## config.mk

```make
export PLATFORM = sky130hd
export DESIGN_NAME = vx_onehot_stream_mux
export DESIGN_NICKNAME = d
export VERILOG_FILES = /design/src/rtl/vx_onehot_stream_mux_pkg.sv /design/src/rtl/vx_onehot_stream_mux_skid_buffer.sv /design/src/rtl/vx_onehot_stream_mux.sv
export SDC_FILE = /design/constraint.sdc
export NUM_CORES = 1
export LEC_CHECK = 0
export BUFFER_PORTS_ARGS = -buffer_cell sky130_fd_sc_hd__buf_2
export CAP_MARGIN = 10
export CORE_AREA = 5 5 42 44
export DETAILED_ROUTE_END_ITERATION = 16
export DIE_AREA = 0 0 47 49
export PLACE_DENSITY = 0.71
export SETUP_SLACK_MARGIN = 0.5
export SLEW_MARGIN = 15
export SYNTH_ARGS = -nofsm -noshare
export SYNTH_HDL_FRONTEND = slang
export SYNTH_SLANG_ARGS = --single-unit
```

## constraint.sdc

```tcl
create_clock -name clk -period 1.2 [get_ports clk]
set_input_delay 0.12 -clock clk [delete_from_list [all_inputs] [get_ports clk]]
set_output_delay 0.12 -clock clk [all_outputs]
set_load 0.1 [all_outputs]
```

## src/rtl/vx_onehot_stream_mux_pkg.sv

```systemverilog
// Shared encodings for the stream multiplexer family.
package VX_gpu_pkg;

    localparam int unsigned MODE_ONEHOT   = 0;
    localparam int unsigned MODE_PRIORITY = 1;
    localparam int unsigned MODE_RR       = 2;

    // Width of a channel index; a single channel still gets one bit.
    function automatic int unsigned sel_width(input int unsigned n);
        return (n > 1) ? $clog2(n) : 1;
    endfunction

endpackage

```

## src/rtl/vx_onehot_stream_mux_skid_buffer.sv

```systemverilog
// Two-entry registered skid buffer: ready_in depends only on occupancy
// and ready_out, so a full buffer still takes a beat on the cycle it drains.
module VX_skid_buffer #(
    parameter int unsigned DATAW = 1
) (
    input  logic             clk,
    input  logic             resetn,
    input  logic             valid_in,
    input  logic [DATAW-1:0] data_in,
    output logic             ready_in,
    output logic             valid_out,
    output logic [DATAW-1:0] data_out,
    input  logic             ready_out
);

    logic [DATAW-1:0] mem [2];
    logic             rd_ptr;
    logic             wr_ptr;
    logic [1:0]       count;
    logic             push;
    logic             pop;

    assign valid_out = (count != 2'd0);
    assign data_out  = mem[rd_ptr];
    assign ready_in  = (count != 2'd2) || ready_out;
    assign push      = valid_in && ready_in;
    assign pop       = valid_out && ready_out;

    // Occupancy and pointers; reset drops any buffered beats.
    always_ff @(posedge clk or negedge resetn) begin
        if (!resetn) begin
            count  <= 2'd0;
            rd_ptr <= 1'b0;
            wr_ptr <= 1'b0;
        end else begin
            if (push) wr_ptr <= ~wr_ptr;
            if (pop)  rd_ptr <= ~rd_ptr;
            unique case ({push, pop})
                2'b10:   count <= count + 2'd1;
                2'b01:   count <= count - 2'd1;
                default: count <= count;
            endcase
        end
    end

    // Payload storage needs no reset; it is only read while valid_out is high.
    always_ff @(posedge clk) begin
        if (push) mem[wr_ptr] <= data_in;
    end

endmodule

```

## src/rtl/vx_onehot_stream_mux.sv

```systemverilog
// N-to-1 stream multiplexer with one-hot, fixed-priority or round-robin
// arbitration and an optional registered output stage.
module vx_onehot_stream_mux
    import VX_gpu_pkg::*;
#(
    parameter int unsigned DATAW   = 1,
    parameter int unsigned N       = 2,
    parameter int unsigned MODE    = 0,
    parameter int unsigned OUT_REG = 1,
    localparam int unsigned SELW   = sel_width(N)
) (
    input  logic                 clk,
    input  logic                 resetn,
    input  logic [N-1:0]         valid_in,
    input  logic [N*DATAW-1:0]   data_in,
    output logic [N-1:0]         ready_in,
    input  logic [N-1:0]         sel_in,
    output logic                 valid_out,
    output logic [DATAW-1:0]     data_out,
    output logic [SELW-1:0]      sel_out,
    input  logic                 ready_out,
    output logic                 err_out
);

    if (N < 1 || N > 32) begin : g_bad_n
        $error("vx_onehot_stream_mux: N must be in 1..32");
    end
    if (MODE > MODE_RR) begin : g_bad_mode
        $error("vx_onehot_stream_mux: MODE must be 0, 1 or 2");
    end

    logic            grant_valid;
    logic [SELW-1:0] grant_idx;
    logic [DATAW-1:0] grant_data;
    logic            sel_violation;
    logic            stage_ready;
    logic            fire;
    logic [SELW-1:0] rr_ptr;

    // Arbitration: pick one channel according to MODE.
    always_comb begin
        int unsigned idx;
        grant_valid   = 1'b0;
        grant_idx     = '0;
        sel_violation = 1'b0;
        idx           = 0;
        if (N == 1) begin
            grant_valid = valid_in[0];
        end else if (MODE == MODE_ONEHOT) begin
            sel_violation = (|valid_in) && ((sel_in & (sel_in - N'(1))) != '0);
            for (int unsigned i = 0; i < N; i++) begin
                if (!sel_violation && sel_in[i] && valid_in[i]) begin
                    grant_valid = 1'b1;
                    grant_idx   = SELW'(i);
                end
            end
        end else if (MODE == MODE_PRIORITY) begin
            // Scan downwards so the lowest valid index is written last.
            for (int unsigned i = N; i > 0; i--) begin
                if (valid_in[i-1]) begin
                    grant_valid = 1'b1;
                    grant_idx   = SELW'(i - 1);
                end
            end
        end else begin
            // Scan offsets downwards so the nearest one at/after rr_ptr wins.
            for (int unsigned i = N; i > 0; i--) begin
                idx = (32'(rr_ptr) + i - 1) % N;
                if (valid_in[idx]) begin
                    grant_valid = 1'b1;
                    grant_idx   = SELW'(idx);
                end
            end
        end
    end

    // Payload of the granted channel.
    always_comb begin
        grant_data = '0;
        for (int unsigned i = 0; i < N; i++) begin
            if (32'(grant_idx) == i) grant_data = data_in[i*DATAW +: DATAW];
        end
    end

    assign fire = grant_valid && stage_ready && resetn;

    // Only the granted channel sees ready, and only when its beat is taken.
    always_comb begin
        ready_in = '0;
        for (int unsigned i = 0; i < N; i++) begin
            ready_in[i] = fire && (32'(grant_idx) == i);
        end
    end

    if (OUT_REG != 0) begin : g_reg
        logic [DATAW+SELW-1:0] buf_out;
        logic                  buf_ready;

        VX_skid_buffer #(
            .DATAW (DATAW + SELW)
        ) u_skid (
            .clk       (clk),
            .resetn    (resetn),
            .valid_in  (grant_valid),
            .data_in   ({grant_data, grant_idx}),
            .ready_in  (buf_ready),
            .valid_out (valid_out),
            .data_out  (buf_out),
            .ready_out (ready_out)
        );

        assign stage_ready         = buf_ready;
        assign {data_out, sel_out} = buf_out;
    end else begin : g_comb
        assign valid_out   = grant_valid && resetn;
        assign data_out    = grant_data;
        assign sel_out     = grant_idx;
        assign stage_ready = ready_out;
    end

    // Round-robin pointer moves past the channel that just transferred.
    always_ff @(posedge clk or negedge resetn) begin
        if (!resetn) begin
            rr_ptr <= '0;
        end else if (MODE == MODE_RR && N > 1 && fire) begin
            rr_ptr <= SELW'((32'(grant_idx) + 1) % N);
        end
    end

    // Sticky flag for multi-hot selects seen while any channel is valid.
    always_ff @(posedge clk or negedge resetn) begin
        if (!resetn) begin
            err_out <= 1'b0;
        end else if (sel_violation) begin
            err_out <= 1'b1;
        end
    end

endmodule

```

==> flow_metrics.tcl <==
set metrics [dict create \
    maxSlewHeadroom_pct 74.0 \
    async_reset_ff_share_pct 55.6 \
    grt_max_degree 8 \
    hold_viol_final 0 \
    power_frac_comb_pct 53.8 \
    clk_path_buf_depth 2 \
    required_ns 1.08 \
    min_period_ns 1.43 \
    fin_crit_sh_pct 119 \
    cts-root-buf "clkbuf_4" \
    drive_gt1_share_pct 69.2 \
    holdPathStages 3 \
    yosysTopAreaCell "dfrtp_1" \
    rows 14 \
    yosysMostFrequentCell "dfrtp_1" \
    ant_nets 0 \
    die-area_sq_mm 0.00230 \
    hpwlAfterDp_mm 1.01 \
    status "finished, violations left" \
    seqCellArea_sq_um 250 \
    vias 477 \
    antenna_cells 0 \
    antenna_found_initial 0 \
    slew_violations 0 \
    ios 15 \
    power_frac_clock_pct 16.2 \
    io_buffers 14 \
    first_pass_iters 4 \
    routabilityCongestion 0.796 \
    hold_path.class "in -> reg" \
    p_seq_share_pct 30.0 \
    worst_slew_pin_slew_ns 0.389 \
    multiInputGateArea_sq_um 345 \
    worst_slack_ns -0.230 \
    cts.htree.levels 1 \
    drv_cap 0 \
    fillCellCount 100 \
    hold_end "g_reg.u_skid.mem[1][1]" \
    hold_path.startpoint "data_in[1]" \
    rr_startpoint "g_reg.u_skid.count[0]" \
    clkSinkCount 9 \
    die_h_microns 49 \
    violations "negative setup slack" \
    cellPowerDensity_mw_per_mm2 1570 \
    grt_pass1_vias 522 \
    yosys.area.top_type_share_pct 24.6 \
    clock_skew_ns 0.00394 \
    grt_pass1_wl_mm 2.29 \
    synth_ff_type "dfrtp_1" \
    grt_usage_pct 14.8 \
    cp-start-kind "flip-flop" \
    power.share.switching_pct 41.2 \
    rr_worst_depth 5 \
    p_int_mw 0.891 \
    synth.distinct_cells 25 \
    crit_fanout 2 \
    synth-edff-count 4 \
    ys_ff_latch 9 \
    crit_type "reg -> out" \
    cts-buffers-inserted 3 \
    drt-total-wl_mm 1.47 \
    synth_fp_nets 53 \
    startpoint "g_reg.u_skid.count[0]" \
    mappedNetlistArea_sq_um 509 \
    clk_latency_ns 0.27 \
    cts_tree "done" \
    post_drt_via_cell_ratio 5.07 \
    synth_cells 44 \
    die_x_microns 47 \
    fin_nets 88 \
    area_growth_pct 88.9 \
    grt_remaining_overflow 0 \
    drt_iter0_drc 8 \
    synthTopCellsByCount "dfrtp_1 (5), edfxtp_1 (4), nand2_1 (4)" \
    post-route-util_pct 68.7 \
    drcViolationCount 0 \
    yosysWarningCount 0 \
    initial_utilization_pct 36.3 \
    endpoint_kind "output port" \
    clkTransAtPathRegs_ns 0.07 \
    power_switching_mw 0.624 \
    synthTopCellsByArea "dfrtp_1 (25%), edfxtp_1 (24%), mux2_2 (4.4%), nand3b_4 (3.9%), nand4b_1 (3.4%)" \
    ir_drop_mv 0.726 \
    r2r_setup_slack_ns -0.04 \
    cp.arrival_ns 1.31 \
    wl_per_cell_microns 15.6 \
    dp_worst_setup_slack_ns -0.0210 \
    reg2reg_to "g_reg.u_skid.count[0]" \
    syn_avg_cell_area_sq_um 11.6 \
    ys_seq_area_share_pct 48.2 \
    leakage_nw 0.407 \
    core_area_sq_mm 0.00140 \
    fmax_ghz 0.699 \
    setup_violations 9 \
    rsz0062_at_grt "yes" \
]
==> through the flow <==
stage	hold slack, ns	setup TNS (ns)	instance area, sq um	cells	power [mW]
after floorplan	-0.176	-0.579	567	44	0.894
after global placement	0.0763	-0.0184	807	82	1.14
after detailed placement	0.0779	-0.0566	807	82	1.15
after CTS	0.155	-0.887	905	91	1.44
after global routing	0.156	-1.31	962	94	1.58
final	0.143	-0.951	962	94	1.52
==> logic make-up (layout without fill, tap and decap cells) <==
kind of cell,after synthesis,in the layout,synth area share (%)
XOR/XNOR,2,2,3.44
multiplexers,2,2,4.42
buffers and inverters,2,36,2.46
AO/OA/AOI/OAI,8,8,13.0
AND/OR/NAND/NOR,21,21,28.5
flip-flops,9,9,48.2
==> area by class of cell <==
class | instances | share of cell area (%)
clock buffers | 4 | 2.73
inverters | 2 | 1.30
multi-input cells | 33 | 35.9
flip-flops and latches | 9 | 26.0
well taps | 16 | 2.08
repair buffers | 30 | 32.0
==> cells in the final DEF, fill, tap and decap left out, types with 2 or more instances in the layout <==
master,n
mux2_4,2
buf_4,10
dfrtp_1,3
buf_12,6
edfxtp_1,4
a21oi_2,2
nor3_4,2
buf_6,6
o211ai_1,2
nand2b_4,2
nand4b_1,2
nand3b_1,2
buf_2,7
nand2_1,3
clkbuf_4,3
==> worst max-delay path, cell delays in order (launching register included) <==
cell and delay (ns):
dfrtp_2 0.43, nor3b_4 0.21, nand2b_4 0.18, nor3_4 0.05
buf_12 0.18
==> power groups by stage <==
stage	registers (mW)	logic, mW	clock network, mW
CTS	0.448	0.751	0.242
global placement	0.448	0.687	0
finish	0.454	0.815	0.246
global route	0.464	0.851	0.265
detailed placement	0.454	0.696	0
floorplan	0.451	0.443	0
==> state kept, by name (all words and copies together) (netlist names) <==
register	flops
g_reg.u_skid.count	2
g_reg.u_skid.wr_ptr	1
g_reg.u_skid.rd_ptr	1
g_reg.u_skid.mem	4
err_out	1
==> how the worst max path moves through the flow <==
stage / slack [ns] / end
detailed placement: -0.02 / g_reg.u_skid.mem[0][1]
global route: -0.28 / ready_in[0]
finish: -0.23 / ready_in[0]
global placement: -0.009 / g_reg.u_skid.mem[0][0]
floorplan: -0.46 / ready_in[0]
CTS: -0.22 / ready_in[0]
==> what timing repair did <==
action                                 in CTS  in global routing
hold buffers                                1                  0
setup buffers                               4                  3
pin swaps                                   3                  3
setup endpoints to repair                  17                 17
resized for setup                           7                  8
endpoints found under the hold margin       5                  0
==> metal layers <==
metal | vias to the layer above | track usage (%) | wire [microns]
met5 | - | 0 | 0
met4 | 0 | 6.91 | 31
met3 | 4 | 3.69 | 93
met2 | 15 | 25.8 | 799
met1 | 224 | 15.6 | 545
li1 | 234 | - | -
(Power assumes the default switching activity.)
